[config.mk]
export PLATFORM = sky130hd
export DESIGN_NAME = fetch_unit_flat
export DESIGN_NICKNAME = d
export VERILOG_FILES = /design/src/rtl/fetch_pkg.sv /design/src/rtl/fetch_if.sv /design/src/rtl/fetch_fifo.sv /design/src/rtl/fetch_unit.sv /design/src/flat_wrapper.sv
export SDC_FILE = /design/constraint.sdc
export NUM_CORES = 1
export LEC_CHECK = 0
export BUFFER_PORTS_ARGS = -buffer_cell sky130_fd_sc_hd__buf_2
export CELL_PAD_IN_SITES_DETAIL_PLACEMENT = 0
export CELL_PAD_IN_SITES_GLOBAL_PLACEMENT = 1
export CORE_MARGIN = 2
export CORE_UTILIZATION = 46
export DETAILED_ROUTE_END_ITERATION = 7
export PLACE_DENSITY = 0.86
export SLEW_MARGIN = 10
export SYNTH_ARGS = -nofsm -noshare
export SYNTH_HDL_FRONTEND = slang
export SYNTH_SLANG_ARGS = --single-unit
[constraint.sdc]
create_clock -name clk -period 9.2 [get_ports clk]
set_clock_uncertainty 0.05 [all_clocks]
set_input_delay 0 -clock clk [delete_from_list [all_inputs] [get_ports clk]]
set_output_delay 0 -clock clk [all_outputs]
set_load 0.05 [all_outputs]
[src/rtl/fetch_pkg.sv]
// ---------------------------------------------------------------------------
// fetch_pkg
// Shared types and constants for the RV32 instruction-fetch stage.
//   fetch_state_t    : fetch controller states (RUN / WAIT / ERR)
//   fetch_entry_t    : one buffered fetch result {instr, pc}
//   NOP_INSTR        : canonical RV32 NOP (addi x0, x0, 0)
//   DEFAULT_RESET_PC : PC used when the top is not given RESET_PC
//   isWordAligned()  : true when an address has its two low bits clear
// ---------------------------------------------------------------------------
package fetch_pkg;

    typedef enum logic [1:0] {
        RUN  = 2'd0,
        WAIT = 2'd1,
        ERR  = 2'd2
    } fetch_state_t;

    typedef struct packed {
        logic [31:0] instr;
        logic [31:0] pc;
    } fetch_entry_t;

    localparam logic [31:0] NOP_INSTR        = 32'h0000_0013;
    localparam logic [31:0] DEFAULT_RESET_PC = 32'h0000_0000;

    function automatic logic isWordAligned(input logic [31:0] addr);
        return (addr[1:0] == 2'b00);
    endfunction

endpackage

[src/rtl/fetch_if.sv]
// ---------------------------------------------------------------------------
// fetch_if
// Instruction-memory request/grant/response bus between the fetch stage
// (master) and instruction memory (slave).
//   imemReq    : master -> slave, fetch request
//   imemAddr   : master -> slave, word address of the request
//   imemGnt    : slave -> master, request accepted when imemReq & imemGnt
//   imemRvalid : slave -> master, response valid (in order, after grant)
//   imemRdata  : slave -> master, returned instruction word
// ---------------------------------------------------------------------------
interface fetch_if;

    logic        imemReq;
    logic [31:0] imemAddr;
    logic        imemGnt;
    logic        imemRvalid;
    logic [31:0] imemRdata;

    modport master (
        output imemReq,
        output imemAddr,
        input  imemGnt,
        input  imemRvalid,
        input  imemRdata
    );

    modport slave (
        input  imemReq,
        input  imemAddr,
        output imemGnt,
        output imemRvalid,
        output imemRdata
    );

endinterface

[src/rtl/fetch_fifo.sv]
// ---------------------------------------------------------------------------
// fetch_fifo
// Circular buffer of DEPTH {instr, pc} entries between the fetch controller
// and the decode stage. DEPTH must be a power of two so the pointers wrap
// naturally.
//   clk, reset : clock, asynchronous active-low reset
//   push       : write pushData at the tail
//   pushData   : entry to write
//   pop        : retire the head entry
//   flush      : empty the buffer; wins over push and pop
//   count      : number of valid entries (0..DEPTH)
//   headData   : entry at the head (meaningful only when count != 0)
// ---------------------------------------------------------------------------
module fetch_fifo
    import fetch_pkg::*;
#(
    parameter int DEPTH = 2
) (
    input  logic                       clk,
    input  logic                       reset,
    input  logic                       push,
    input  fetch_entry_t               pushData,
    input  logic                       pop,
    input  logic                       flush,
    output logic [$clog2(DEPTH):0]     count,
    output fetch_entry_t               headData
);

    localparam int PW = $clog2(DEPTH);
    localparam int CW = PW + 1;
    localparam logic [PW-1:0] PTR_ONE   = PW'(1);
    localparam logic [CW-1:0] CNT_ONE   = CW'(1);
    localparam logic [CW-1:0] CNT_DEPTH = CW'(DEPTH);

    fetch_entry_t  entries [DEPTH];
    logic [PW-1:0] rdPtr;
    logic [PW-1:0] wrPtr;
    logic          doPush;
    logic          doPop;

    // Guard against overflow/underflow so a misbehaving caller cannot
    // corrupt the pointers; flush overrides everything.
    always_comb begin
        doPush = push && !flush && (count < CNT_DEPTH);
        doPop  = pop && !flush && (count != '0);
    end

    // Pointer and occupancy bookkeeping. Pointers are PW bits wide, so
    // incrementing past DEPTH-1 wraps back to zero.
    always_ff @(posedge clk or negedge reset) begin
        if (!reset) begin
            rdPtr <= '0;
            wrPtr <= '0;
            count <= '0;
        end else if (flush) begin
            rdPtr <= '0;
            wrPtr <= '0;
            count <= '0;
        end else begin
            if (doPush) begin
                wrPtr <= wrPtr + PTR_ONE;
            end
            if (doPop) begin
                rdPtr <= rdPtr + PTR_ONE;
            end
            case ({doPush, doPop})
                2'b10:   count <= count + CNT_ONE;
                2'b01:   count <= count - CNT_ONE;
                default: count <= count;
            endcase
        end
    end

    // Storage array; contents need no reset because count gates validity.
    always_ff @(posedge clk) begin
        if (doPush) begin
            entries[wrPtr] <= pushData;
        end
    end

    assign headData = entries[rdPtr];

endmodule

[src/rtl/fetch_unit.sv]
// ---------------------------------------------------------------------------
// fetch_unit
// RV32 instruction-fetch stage. Owns the PC, issues one word fetch at a
// time to instruction memory, buffers returned instructions with their PCs
// in fetch_fifo and hands them to decode over a valid/ready handshake.
// Redirects from execute flush the buffer and discard stale responses.
//   clk, reset : clock, asynchronous active-low reset
//   imem       : instruction-memory bus (fetch_if master modport)
//   redirect   : taken branch/jump from execute
//   PCTarget   : new PC, sampled when redirect is high
//   validD     : head of the buffer is valid for decode
//   readyD     : decode accepts the head
//   InstrD     : head instruction (NOP when nothing is valid)
//   PCD        : head PC (RESET_PC when nothing is valid)
//   PCPlus4D   : PCD + 4, wrapping modulo 2^32
//   misalign   : sticky fault, redirect to a non-word-aligned target
// ---------------------------------------------------------------------------
module fetch_unit
    import fetch_pkg::*;
#(
    parameter logic [31:0] RESET_PC = DEFAULT_RESET_PC,
    parameter int          DEPTH    = 2
) (
    input  logic        clk,
    input  logic        reset,
    fetch_if.master     imem,
    input  logic        redirect,
    input  logic [31:0] PCTarget,
    output logic        validD,
    input  logic        readyD,
    output logic [31:0] InstrD,
    output logic [31:0] PCD,
    output logic [31:0] PCPlus4D,
    output logic        misalign
);

    localparam int CW = $clog2(DEPTH) + 1;
    localparam logic [CW-1:0] CNT_DEPTH = CW'(DEPTH);

    fetch_state_t  state;
    fetch_state_t  stateNext;
    logic [31:0]   pc;
    logic [31:0]   pcNext;
    logic [31:0]   pcReq;
    logic [31:0]   pcReqNext;
    logic          drop;
    logic          dropNext;
    logic          misalignNext;
    logic          reqInt;
    logic          push;
    logic          pop;
    logic          flush;
    logic          targetAligned;
    logic [CW-1:0] count;
    fetch_entry_t  pushData;
    fetch_entry_t  headData;

    assign targetAligned = isWordAligned(PCTarget);

    // Controller state. The outstanding fetch lives in WAIT, so issuing only
    // from RUN with count < DEPTH guarantees a free slot for its response.
    always_ff @(posedge clk or negedge reset) begin
        if (!reset) begin
            state    <= RUN;
            pc       <= RESET_PC;
            pcReq    <= RESET_PC;
            drop     <= 1'b0;
            misalign <= 1'b0;
        end else begin
            state    <= stateNext;
            pc       <= pcNext;
            pcReq    <= pcReqNext;
            drop     <= dropNext;
            misalign <= misalignNext;
        end
    end

    // Next-state, request and buffer-control logic. A redirect outranks
    // everything: it withdraws an ungranted request, so a grant can never
    // coincide with a redirect, and the only stale fetch to discard is one
    // already outstanding in WAIT.
    always_comb begin
        stateNext    = state;
        pcNext       = pc;
        pcReqNext    = pcReq;
        dropNext     = drop;
        misalignNext = misalign;
        reqInt       = 1'b0;
        push         = 1'b0;
        flush        = 1'b0;

        // Reset gates the request combinationally so it is low while reset
        // is held and rises in the very first cycle after release.
        reqInt = reset && (state == RUN) && !redirect && (count < CNT_DEPTH);
        flush  = redirect && (state != ERR);

        case (state)
            RUN: begin
                if (redirect) begin
                    if (!targetAligned) begin
                        stateNext    = ERR;
                        misalignNext = 1'b1;
                    end else begin
                        pcNext = PCTarget;
                    end
                end else if (reqInt && imem.imemGnt) begin
                    stateNext = WAIT;
                    pcReqNext = pc;
                    pcNext    = pc + 32'd4;
                end
            end

            WAIT: begin
                if (redirect) begin
                    if (!targetAligned) begin
                        stateNext    = ERR;
                        misalignNext = 1'b1;
                        dropNext     = 1'b0;
                    end else begin
                        pcNext = PCTarget;
                        // A response landing in the redirect cycle is stale
                        // and retires the outstanding fetch; otherwise mark
                        // the still-pending response for discard.
                        if (imem.imemRvalid) begin
                            stateNext = RUN;
                            dropNext  = 1'b0;
                        end else begin
                            dropNext  = 1'b1;
                        end
                    end
                end else if (imem.imemRvalid) begin
                    push      = !drop;
                    dropNext  = 1'b0;
                    stateNext = RUN;
                end
            end

            ERR: begin
                stateNext = ERR;
            end

            default: begin
                stateNext = ERR;
            end
        endcase
    end

    assign imem.imemReq  = reqInt;
    assign imem.imemAddr = pc;

    assign pushData = {imem.imemRdata, pcReq};
    assign validD   = (count != '0) && (state != ERR);
    assign pop      = validD && readyD && !flush;

    fetch_fifo #(
        .DEPTH(DEPTH)
    ) u_fifo (
        .clk      (clk),
        .reset    (reset),
        .push     (push),
        .pushData (pushData),
        .pop      (pop),
        .flush    (flush),
        .count    (count),
        .headData (headData)
    );

    // Decode sees a NOP at RESET_PC whenever the buffer head is not valid.
    always_comb begin
        if (validD) begin
            InstrD = headData.instr;
            PCD    = headData.pc;
        end else begin
            InstrD = NOP_INSTR;
            PCD    = RESET_PC;
        end
        PCPlus4D = PCD + 32'd4;
    end

endmodule

[src/flat_wrapper.sv]
// flat-port wrapper written by rule: the top's interface ports become plain ports
module fetch_unit_flat import fetch_pkg::*;
#(
    parameter logic [31:0] RESET_PC = DEFAULT_RESET_PC,
    parameter int          DEPTH    = 2
)
  (clk, reset, redirect, PCTarget, validD, readyD, InstrD, PCD, PCPlus4D, misalign, imem_imemReq, imem_imemAddr, imem_imemGnt, imem_imemRvalid, imem_imemRdata);
  fetch_if imem_i ();
  input  logic clk;
  input  logic reset;
  input  logic redirect;
  input  logic [31:0] PCTarget;
  output logic validD;
  input  logic readyD;
  output logic [31:0] InstrD;
  output logic [31:0] PCD;
  output logic [31:0] PCPlus4D;
  output logic misalign;
  output wire logic [$bits(imem_i.imemReq)-1:0] imem_imemReq;
  output wire logic [$bits(imem_i.imemAddr)-1:0] imem_imemAddr;
  input wire logic [$bits(imem_i.imemGnt)-1:0] imem_imemGnt;
  input wire logic [$bits(imem_i.imemRvalid)-1:0] imem_imemRvalid;
  input wire logic [$bits(imem_i.imemRdata)-1:0] imem_imemRdata;
  assign imem_imemReq = imem_i.imemReq;
  assign imem_imemAddr = imem_i.imemAddr;
  assign imem_i.imemGnt = imem_imemGnt;
  assign imem_i.imemRvalid = imem_imemRvalid;
  assign imem_i.imemRdata = imem_imemRdata;
  fetch_unit #(.RESET_PC(RESET_PC), .DEPTH(DEPTH)) u_core (.clk(clk), .reset(reset), .imem(imem_i), .redirect(redirect), .PCTarget(PCTarget), .validD(validD), .readyD(readyD), .InstrD(InstrD), .PCD(PCD), .PCPlus4D(PCPlus4D), .misalign(misalign));
endmodule
---- Word level (Yosys, flattened, before mapping) ----
Memory sizes are Yosys's and may differ from the RTL's.
Index checks and enable logic that the tools add are counted.
word-level totals
  output and inout bits ................... 131
  memory bits (writable) .................. 128
  register bits ........................... 72
  memories ................................ 1
  input port bits ......................... 70
cells by class
  $lt $le $gt $ge ......................... 1
  reduce and logical (&&, ||, !) cells .... 29
  eq/ne operators ......................... 7
  muxes and demuxes ....................... 29
  add/subtract/negate cells ............... 6
  bitwise operators ....................... 2
memories
  memory                 depth  bits a word  rd ports  clocked after Yosys merged registers in  write ports  RTL line          RTL
  u_core.u_fifo.entries  2      64           1         0                                        1            fetch_fifo.sv:35  fetch_entry_t entries [DEPTH];
operators by type and width
  kind                                                                    number
  32-bit 2-to-1 mux                                                       6
  32-bit by 3-bit adder with 32-bit output (second input constant)        2
  32-bit case mux with 2 select lines                                     1
  2-bit 2-to-1 mux                                                        7
  1-bit 2-to-1 mux                                                        13
  1-bit logical AND                                                       12
  2-bit nonzero test                                                      5
  3-bit AND reduction                                                     3
  2-bit case mux with 2 select lines                                      2
  3-bit inequality test (second input constant)                           2
  2-bit by 1-bit equality test with 1-bit output (second input constant)  2
  2-bit zero test                                                         2
  2-bit inequality test (second input constant)                           2
  2-bit AND reduction                                                     2
  1-bit zero test                                                         3
  3-bit nonzero test                                                      1
  1-bit adder (second input constant)                                     2
  2-bit by 1-bit adder with 2-bit output (second input constant)          1
  2-bit equality test (second input constant)                             1
  2-bit < comparator (second input constant)                              1
  1-bit NOT                                                               2
  2-bit OR reduction                                                      1
  2-bit by 1-bit subtractor with 2-bit output (second input constant)     1

---- Longest topological paths before layout ----
Gate-level depths: netlist (run 1).
  depth after elaboration ................. 9
  gate-level depth with buffers ........... 13
  gate-level depth less buffers ........... 10

---- By module ----
Synthesis (run 1) repeated with hierarchy kept, for this count alone.
unflattened totals
  cells, all modules ...................... 794
  area, all modules ....................... 9511.6 µm²
by module, submodules not included
  module      area each (µm²)  instances  cells an instance
  fetch_fifo  5031.1           1          220
  fetch_unit  4480.5           1          574

---- Least setup slack after synthesis (run 1) ----
No wires, ideal clock.
  path kind ............................... reg2out
  start ................................... reg u_core.state[1]
  end ..................................... out PCPlus4D[28]
  required time ........................... 9150 ps
  path slack .............................. 4771 ps
  path buffers ............................ 3
  data arrival time ....................... 4379 ps
  cell stages (with the launch flop) ...... 14
  cells stage by stage .................... dfrtp_1 -> buf_6 -> nor2b_4 -> buf_6 -> or2_1 -> buf_6 -> clkinv_1 -> nand2_1 -> inv_1 -> ha_1 -> a21boi_0 -> nand3_2 -> nor4_1 -> xor2_1
between the ends
  longest elaborated chain between the ends .. 4
RTL lines
  item                                      RTL line            RTL
  from (decl)                               fetch_unit.sv:40    fetch_state_t state;
  from (signal assigned)                    fetch_unit.sv:70    state <= stateNext;
  2-bit inequality test                     fetch_unit.sv:152   assign validD = (count != '0) && (state != ERR);
  1-bit logical AND                         fetch_unit.sv:152
  named net validD                          flat_wrapper.sv:13  output logic validD;
  32-bit 2-to-1 mux                         fetch_unit.sv:170   if (validD) begin
  named net PCD[2]                          flat_wrapper.sv:16  output logic [31:0] PCD;
  32-bit by 3-bit adder with 32-bit output  fetch_unit.sv:177   PCPlus4D = PCD + 32'd4;
  to (decl)                                 flat_wrapper.sv:17  output logic [31:0] PCPlus4D;
The timed path passes the listed nets, and every way through them passes these cells.

---- Final worst setup path (run 1) ----
  start ................................... reg u_core.state[1]
  end ..................................... out PCPlus4D[28]
between the ends
  longest elaborated chain between the ends .. 4
RTL lines
  item                                      RTL line
  2-bit inequality test                     fetch_unit.sv:152
  1-bit logical AND                         fetch_unit.sv:152
  32-bit 2-to-1 mux                         fetch_unit.sv:170
  32-bit by 3-bit adder with 32-bit output  fetch_unit.sv:177
Every way passes these cells.

==> Implementation_results.wiki, run 1 <==
{| class="wikitable"
! Metric !! Value
|-
| Result of the run || completed
|-
| Pin count of the biggest net entering global routing || 73
|-
| Remaining DRCs || 0
|-
| Post-synthesis async set-or-reset flop share || 0.360
|-
| Per-instance average area after synthesis || 11.5 µm²
|-
| Total power || 1.90 mW
|-
| Area growth from synthesis to layout || 26.5%
|-
| Setup repair after global routing missed its margin || no
|-
| Fraction of the yosys area taken by sequential cells || 0.606
|-
| Routed wire length || 24300 µm
|-
| Max-slew headroom at the worst pin || 0.247
|-
| DRT Pass-1 Iters || 6
|-
| Antenna diodes || 0
|-
| Final-layout setup total negative slack || 0 ns
|-
| Worst Setup Start Kind || flop
|-
| Worst Tran Pin Value || 1.13 ns
|-
| Vertical extent of the die || 146 µm
|-
| Warning count from the yosys run || 0
|-
| Max IR drop VDD || 134 µV
|-
| Leakage dissipation || 4.87 nW
|-
| TritonCTS clock tree || built
|-
| Final slew viol count || 0
|-
| Final-report setup violation count || 0
|-
| Wire length of the first global-routing pass || 38400 µm
|-
| Layout cell share with drive strength beyond 1 || 0.251
|-
| Gr ovfl total || 0
|-
| IO Pins || 201
|-
| Power density relative to cell area || 161 mW/mm²
|-
| Arrival time at the worst endpoint || 4.23 ns
|-
| Depth of the CTS H-tree || 4
|-
| Number of hold buffers added after cts || 67
|-
| Clock period minus final worst setup slack || 4.28 ns
|-
| Number of antenna violations at the first check in global routing || 0
|-
| Initial DRC Count || 498
|-
| Worst r2r src || u_core.u_fifo.count[0]
|-
| Synthesized flop and latch total || 200
|-
| Effective utilization at floorplan || 0.465
|-
| Num rows || 52
|-
| Worst Hold Class || input port to flop
|-
| Clock-pin slew on the worst setup and hold paths || 0.07 ns
|-
| Final weighted congestion in routability-driven placement || 0.864
|-
| Placeable core region || 0.0200 mm²
|-
| Total CTS buffers || 17
|-
| Top fanout value on the critical path || 64
|-
| CTS root buffer || clkbuf_16
|-
| Number of flops mapped to enable cells by yosys || 128
|-
| DIE AREA || 0.0214 mm²
|-
| Routed length per placed instance || 18.1 µm
|-
| Number of sinks driven by the clock tree || 200
|-
| Width of the die || 146 µm
|-
| Clk Latency, worst-skew pair || 0.44 ns
|-
| Chain of cells forming the critical path || nor2b_4, or2_2, buf_4, clkinv_1, nand2_1, inv_1, ha_1, a21boi_0, nand3_2, nor4_1, xor2_1, buf_2
|-
| GRT Total Usage || 0.229
|-
| Number of violations of the max-capacitance limit || 0
|-
| ANT nets after route || 0
|-
| Worst flop-to-flop path endpoint || u_core.u_fifo.count[1]
|-
| Number of nets in the finished design || 1132
|-
| Setup slack, reg-to-reg || 5.68 ns
|-
| Synthesized net count || 884
|-
| Cell area after synthesis || 0.00932 mm²
|-
| Number of buffers inserted by port buffering || 200
|-
| Post-route fraction of the period consumed by the critical path || 0.466
|-
| Primary FF master, synth || edfxtp_1
|-
| Max stage delay on crit path || 0.51 ns
|-
| Slowest CP cell || a21boi_0
|-
| Final hold vios || 0
|-
| Placed wire-length estimate after detailed placement || 16700 µm
|-
| Via count of the first global-routing pass || 6930
|-
| Worst hold path cell count || 4
|-
| Maximum buffer depth of the clock tree || 2
|-
| Endpoint of the worst hold path || u_core.imem.imemAddr[29]
|-
| Number of setup buffers added after CTS || 0
|-
| Max frequency || 0.233 GHz
|-
| Resized Gates After CTS || 0
|-
| Instance count of the mapped netlist || 811
|-
| Post-detailed-route via-to-cell ratio || 5.47
|-
| Startpoint of the tightest hold check path || PCTarget[29]
|-
| Setup crit end kind || output port
|-
| R2r worst-path depth || 8
|-
| Via count || 7346
|-
| Unique masters post-synth || 64
|-
| Required time at the endpoint of the critical path || 9.15 ns
|-
| Critical path type || flop to output port
|}
-- placed cells by master, fill, tap and decap left out, drive strengths merged, types with 25 or more instances in the layout --
master	netlist	layout
a21oi	32	32
nor2	79	79
dfrtp	72	72
xor2	25	25
mux2i	62	62
nand3	34	34
edfxtp	128	128
dlygate4sd3	0	67
nor3	25	25
buf	16	209
nand2	121	121
-- worst max path at each step --
stage / startpoint / to
2_1_floorplan: u_core.state[1] / PCPlus4D[28]
6_report: u_core.state[1] / PCPlus4D[28]
5_1_grt: u_core.state[1] / PCPlus4D[28]
3_3_place_gp: u_core.state[1] / PCPlus4D[28]
3_5_place_dp: u_core.state[1] / PCPlus4D[28]
4_1_cts: u_core.state[1] / PCPlus4D[28]
-- cells in the mapped netlist, types with 10 or more instances --
library cell / number / area share
xor2_1: 25 / 0.024
nand3_1: 32 / 0.017
mux2i_1: 62 / 0.067
o22ai_1: 17 / 0.011
nor3_1: 24 / 0.013
dfrtp_1: 72 / 0.19
and3_1: 10 / 0.0067
clkbuf_1: 31 / 0.012
nand3b_1: 10 / 0.0081
nand2_1: 121 / 0.049
a21oi_1: 32 / 0.017
a211oi_1: 10 / 0.0081
nor2_1: 79 / 0.032
edfxtp_1: 128 / 0.41
o21ai_0: 20 / 0.011
-- state kept, by name (all words and copies together), names as in the netlist --
| register | flops |
|---|---|
| u_core.pcReq | 32 |
| u_core.u_fifo.rdPtr | 1 |
| u_core.misalign | 1 |
| u_core.drop | 1 |
| u_core.u_fifo.count | 2 |
| u_core.state | 2 |
| u_core.u_fifo.entries | 128 |
| u_core.imem.imemAddr | 32 |
| u_core.u_fifo.wrPtr | 1 |
-- layout make-up --
type / count / area (µm²)
Inverter: 8 / 30.0
Clock inverter: 15 / 169
Timing Repair Buffer: 276 / 1740
Multi-Input combinational cell: 556 / 3430
Fill cell: 1690 / 8260
Clock buffer: 17 / 425
Tap cell: 270 / 338
Sequential cell: 200 / 5650
-- metal layers --
metal | routed length [µm] | vias to the layer above | track usage
li1 | - | 3476 | -
met5 | 0 | - | 0
met4 | 337 | 0 | 0.0636
met2 | 10800 | 335 | 0.343
met3 | 1900 | 30 | 0.0500
met1 | 11300 | 3505 | 0.339
-- per-stage QoR --
step / hold WS, ns / cells / worst slack [ns] / cell area, µm² / utilization
2_1_floorplan: -0.346 / 811 / 4.77 / 9320 / -
3_3_place_gp: 0.137 / 1243 / 5.49 / 10500 / 0.525
3_5_place_dp: 0.142 / 1243 / 5.42 / 10500 / 0.525
4_1_cts: 0.00180 / 1342 / 4.94 / 11800 / 0.588
5_1_grt: 0.0368 / 1342 / 4.55 / 11800 / 0.588
6_report: 0.0256 / 1342 / 4.92 / 11800 / 0.588
-- cell families after synthesis --
group / after synthesis / share of synthesized area
xor+xnor: 31 / 0.0291
simple gates: 337 / 0.177
buf+inv: 55 / 0.0274
mux: 66 / 0.0715
fa+ha+maj: 3 / 0.00403
compound gates: 119 / 0.0849
flops: 200 / 0.606
-- critical path: cells and delay by family (launching register included) --
family / cells / cell delay [ns]
compound gates: 1 / 0.51
flops: 1 / 0.46
buf+inv: 4 / 0.97
simple gates: 5 / 1.44
fa+ha+maj: 1 / 0.17
xor+xnor: 1 / 0.17
-- where the power goes --
part           leakage (nW)  internal (mW)  switching [mW]
Clock                 0.291          0.369           0.365
Sequential             2.17          0.976          0.0327
Combinational          2.41         0.0557          0.0982
No activity file was read; power rests on OpenSTA's default activity.
==> run 2, diff against run 1 <==
--- a/config.mk
+++ b/config.mk
@@ -5,13 +5,14 @@
 export SDC_FILE = /design/constraint.sdc
 export NUM_CORES = 1
 export LEC_CHECK = 0
+export ABC_AREA = 1
 export BUFFER_PORTS_ARGS = -buffer_cell sky130_fd_sc_hd__buf_2
 export CELL_PAD_IN_SITES_DETAIL_PLACEMENT = 0
 export CELL_PAD_IN_SITES_GLOBAL_PLACEMENT = 1
 export CORE_MARGIN = 2
-export CORE_UTILIZATION = 46
+export CORE_UTILIZATION = 41
 export DETAILED_ROUTE_END_ITERATION = 7
-export PLACE_DENSITY = 0.86
+export PLACE_DENSITY = 0.81
 export SLEW_MARGIN = 10
 export SYNTH_ARGS = -nofsm -noshare
 export SYNTH_HDL_FRONTEND = slang
==> constraint.sdc (replaced) <==
create_clock -name clk -period 4 [get_ports clk]
set_clock_uncertainty 0.05 [all_clocks]
set_input_delay 0 -clock clk [delete_from_list [all_inputs] [get_ports clk]]
set_output_delay 0 -clock clk [all_outputs]
set_load 0.05 [all_outputs]
==> run 2 against run 1 <==
  * Setup slack got worse by 4.1 ns
  * Final area increased by 7.3%
  * Clock power increased by 140%
  * Sequential power increased by 120%
  * Via count increased by 19%
  * Synthesized cell count increased by 47%
  * Global-route usage decreased by 1.8 points
  * Cell count increased by 32%
  * Largest power group unchanged
  * Highest routed layer unchanged
==> Implementation_results.wiki, run 2 <==
{| class="wikitable"
! Metric !! Value
|-
| Top fanout value on the critical path || 23
|-
| Number of sinks driven by the clock tree || 200
|-
| DIE AREA || 0.0259 mm²
|-
| Routed length per placed instance || 15.4 µm
|-
| Leading post-synthesis cells by instance count || nand2_1 (402), nor2_1 (129), edfxtp_1 (128)
|-
| Fraction of the yosys area taken by sequential cells || 0.558
|-
| Hold Slack || 0.0271 ns
|-
| Instance count of the mapped netlist || 1190
|-
| Top reg by flops || u_core.u_fifo.entries
|-
| Number of flops mapped to enable cells by yosys || 128
|-
| Setup slack, reg-to-reg || 1.47 ns
|-
| Max stage delay on crit path || 0.51 ns
|-
| Post-synthesis async set-or-reset flop share || 0.360
|-
| Number of antenna violations at the first check in global routing || 0
|-
| Setup crit end kind || output port
|-
| Leakage dissipation || 5.81 nW
|-
| TritonCTS clock tree || built
|-
| Antenna diodes || 0
|-
| Vertical extent of the die || 161 µm
|-
| Routed wire length || 27300 µm
|-
| Synthesized flop and latch total || 200
|-
| Launching instance or port of the critical path || u_core.u_fifo.count[1]
|-
| Resized Gates After CTS || 0
|-
| Worst Hold Class || input port to asynchronous set/reset pin
|-
| Final slew viol count || 0
|-
| Total CTS buffers || 17
|-
| Clock-pin slew on the worst setup and hold paths || 0.08 ns
|-
| Fraction of post-synthesis cell area in the top cell type by area || 0.380
|-
| Post-route fraction of the period consumed by the critical path || 0.793
|-
| Leading cell type by number of instances after synthesis || nand2_1
|-
| Remaining DRCs || 0
|-
| Max frequency || 0.315 GHz
|-
| Most frequent cells in the layout || nand2_1 (401), buf_2 (199), edfxtp_1 (128)
|-
| Number of violations of the max-capacitance limit || 0
|-
| Maximum buffer depth of the clock tree || 2
|-
| Number of buffers inserted by port buffering || 200
|-
| Max IR drop VDD || 242 µV
|-
| CP top delay family || simple AND/OR/NAND/NOR gates
|-
| Gr ovfl total || 0
|-
| Required time at the endpoint of the critical path || 3.95 ns
|-
| ANT nets after route || 0
|-
| Max-slew headroom at the worst pin || 0.373
|-
| Result of the run || completed
|-
| Depth of the critical timing path with buffers and inverters included || 11
|-
| Number of flip-flops under the largest register name || 128
|-
| Area growth from synthesis to layout || 25.0%
|-
| Post-synthesis cell type with the largest combined area || edfxtp_1
|-
| Post-detailed-route via-to-cell ratio || 4.93
|-
| Unique masters post-synth || 41
|-
| Buffering stage count on the worst path with inverters included || 3
|-
| Arrival time at the worst endpoint || 3.12 ns
|-
| Via count of the first global-routing pass || 8188
|-
| Wire length of the first global-routing pass || 43100 µm
|-
| Power density relative to cell area || 347 mW/mm²
|-
| IO Pins || 201
|-
| GRT Total Usage || 0.211
|-
| Capturing instance or port of the critical path || PCPlus4D[18]
|-
| Synthesized net count || 1263
|-
| Warning count from the yosys run || 0
|-
| Critical path type || flop to output port
|-
| Worst r2r src || u_core.u_fifo.count[1]
|-
| Primary FF master, synth || edfxtp_1
|-
| Worst Setup Start Kind || flop
|-
| Placeable core region || 0.0242 mm²
|-
| Leading cell type in the layout, fill and taps excluded || nand2_1
|-
| Per-instance average area after synthesis || 8.50 µm²
|-
| Clk Latency, worst-skew pair || 0.44 ns
|-
| Via count || 8744
|-
| Slowest CP cell || a21oi_4
|-
| Number of setup buffers added after CTS || 0
|-
| Width of the die || 161 µm
|-
| Depth of the CTS H-tree || 4
|-
| Placed wire-length estimate after detailed placement || 19500 µm
|-
| R2r worst-path depth || 10
|-
| Chain of cells forming the critical path || nor2_1, a21oi_4, nand2_1, inv_1, ha_1, inv_1, nor2_2, nand2_1, nor2_1, xor2_1, buf_2
|-
| Effective utilization at floorplan || 0.417
|-
| Num rows || 57
|-
| Layout cell share with drive strength beyond 1 || 0.191
|-
| Final hold vios || 0
|-
| Initial DRC Count || 568
|-
| Pin count of the biggest net entering global routing || 66
|-
| Final-layout setup total negative slack || 0 ns
|-
| Worst Tran Pin Value || 0.940 ns
|-
| Number of hold buffers added after cts || 68
|-
| Main area contributors after synthesis || edfxtp_1 (38%), dfrtp_1 (18%), nand2_1 (15%)
|-
| Cell area after synthesis || 0.0101 mm²
|-
| Final weighted congestion in routability-driven placement || 0.884
|-
| Number of nets in the finished design || 1508
|-
| DRT Pass-1 Iters || 7
|-
| Setup repair after global routing missed its margin || no
|-
| Worst flop-to-flop path endpoint || u_core.u_fifo.count[1]
|-
| CTS root buffer || clkbuf_16
|-
| Clock period minus final worst setup slack || 3.17 ns
|-
| Final-report setup violation count || 0
|}
run 2: cell count changes in the layout (fill, tap and decap cells not counted), sizes merged, moves of 49 or more:
cell   before  now
inv        17  108
mux2i      62    0
nand2     121  405
nand3      34   83
nor2       79  139
o21ai      21   81
run 2: metal layers:
metal	GRT usage	vias to the layer above	wire (µm)
li1	-	4387	-
met1	0.298	4058	12700
met2	0.335	269	12500
met3	0.0365	30	1520
met4	0.0637	0	582
met5	0	-	0
run 2: stage by stage:
stage,std cells,utilization,power [mW],area [µm²],setup slack (ns)
2_1_floorplan,1190,-,2.47,10100,0.0219
3_3_place_gp,1672,0.468,2.59,11300,1.31
3_5_place_dp,1672,0.468,2.59,11300,1.24
4_1_cts,1772,0.521,4.42,12600,0.784
5_1_grt,1772,0.521,4.54,12600,0.501
6_report,1772,0.521,4.39,12600,0.828
run 2: worst min-delay path by stage:
| stage | from | end | slack (ns) | cells after the start |
|---|---|---|---|---|
| 5_1_grt | reset | u_core.imem.imemAddr[9] | 0.05 | 3 |
| 4_1_cts | reset | u_core.imem.imemAddr[9] | 0.02 | 3 |
| 6_report | reset | u_core.imem.imemAddr[9] | 0.03 | 3 |
| 3_3_place_gp | reset | u_core.imem.imemAddr[9] | -0.11 | 1 |
| 2_1_floorplan | reset | u_core.drop | -0.35 | 0 |
| 3_5_place_dp | reset | u_core.imem.imemAddr[9] | -0.11 | 1 |
run 2: where the power goes:
group	leakage, nW	internal [mW]	switching [mW]	total, mW
clock	0.305	0.958	0.832	1.79
combinational	3.28	0.126	0.230	0.356
sequential	2.23	2.21	0.0360	2.24
run 2: worst register-to-register path, cell delays in order, from the launching register on:
cell,delay [ns]
dfrtp_1,0.43
nor2_1,0.10
a21oi_4,0.51
buf_4,0.47
nand3_1,0.19
inv_1,0.09
ha_1,0.16
xor2_1,0.15
nor3_1,0.06
a31oi_1,0.14
inv_1,0.07
run 2: area by class of cell:
cell class	instances	area [µm²]
multi-input combinational	838	3830
timing repair buffer	278	1770
inverter	100	379
clock inverter	15	190
sequential	200	5650
tap	324	405
fill	2295	11600
clock buffer	17	425
run 2: kinds of logic (layout without fill, tap and decap cells):
| family | after synthesis | after routing | synth area share |
|---|---|---|---|
| buffers and inverters | 152 | 410 | 0.0658 |
| adders and majority gates | 3 | 3 | 0.00371 |
| xor gates and xnor gates | 18 | 18 | 0.0156 |
| and+or+nand+nor | 650 | 650 | 0.265 |
| AOI/OAI and AO/OA | 167 | 167 | 0.0912 |
| DFF | 200 | 200 | 0.558 |
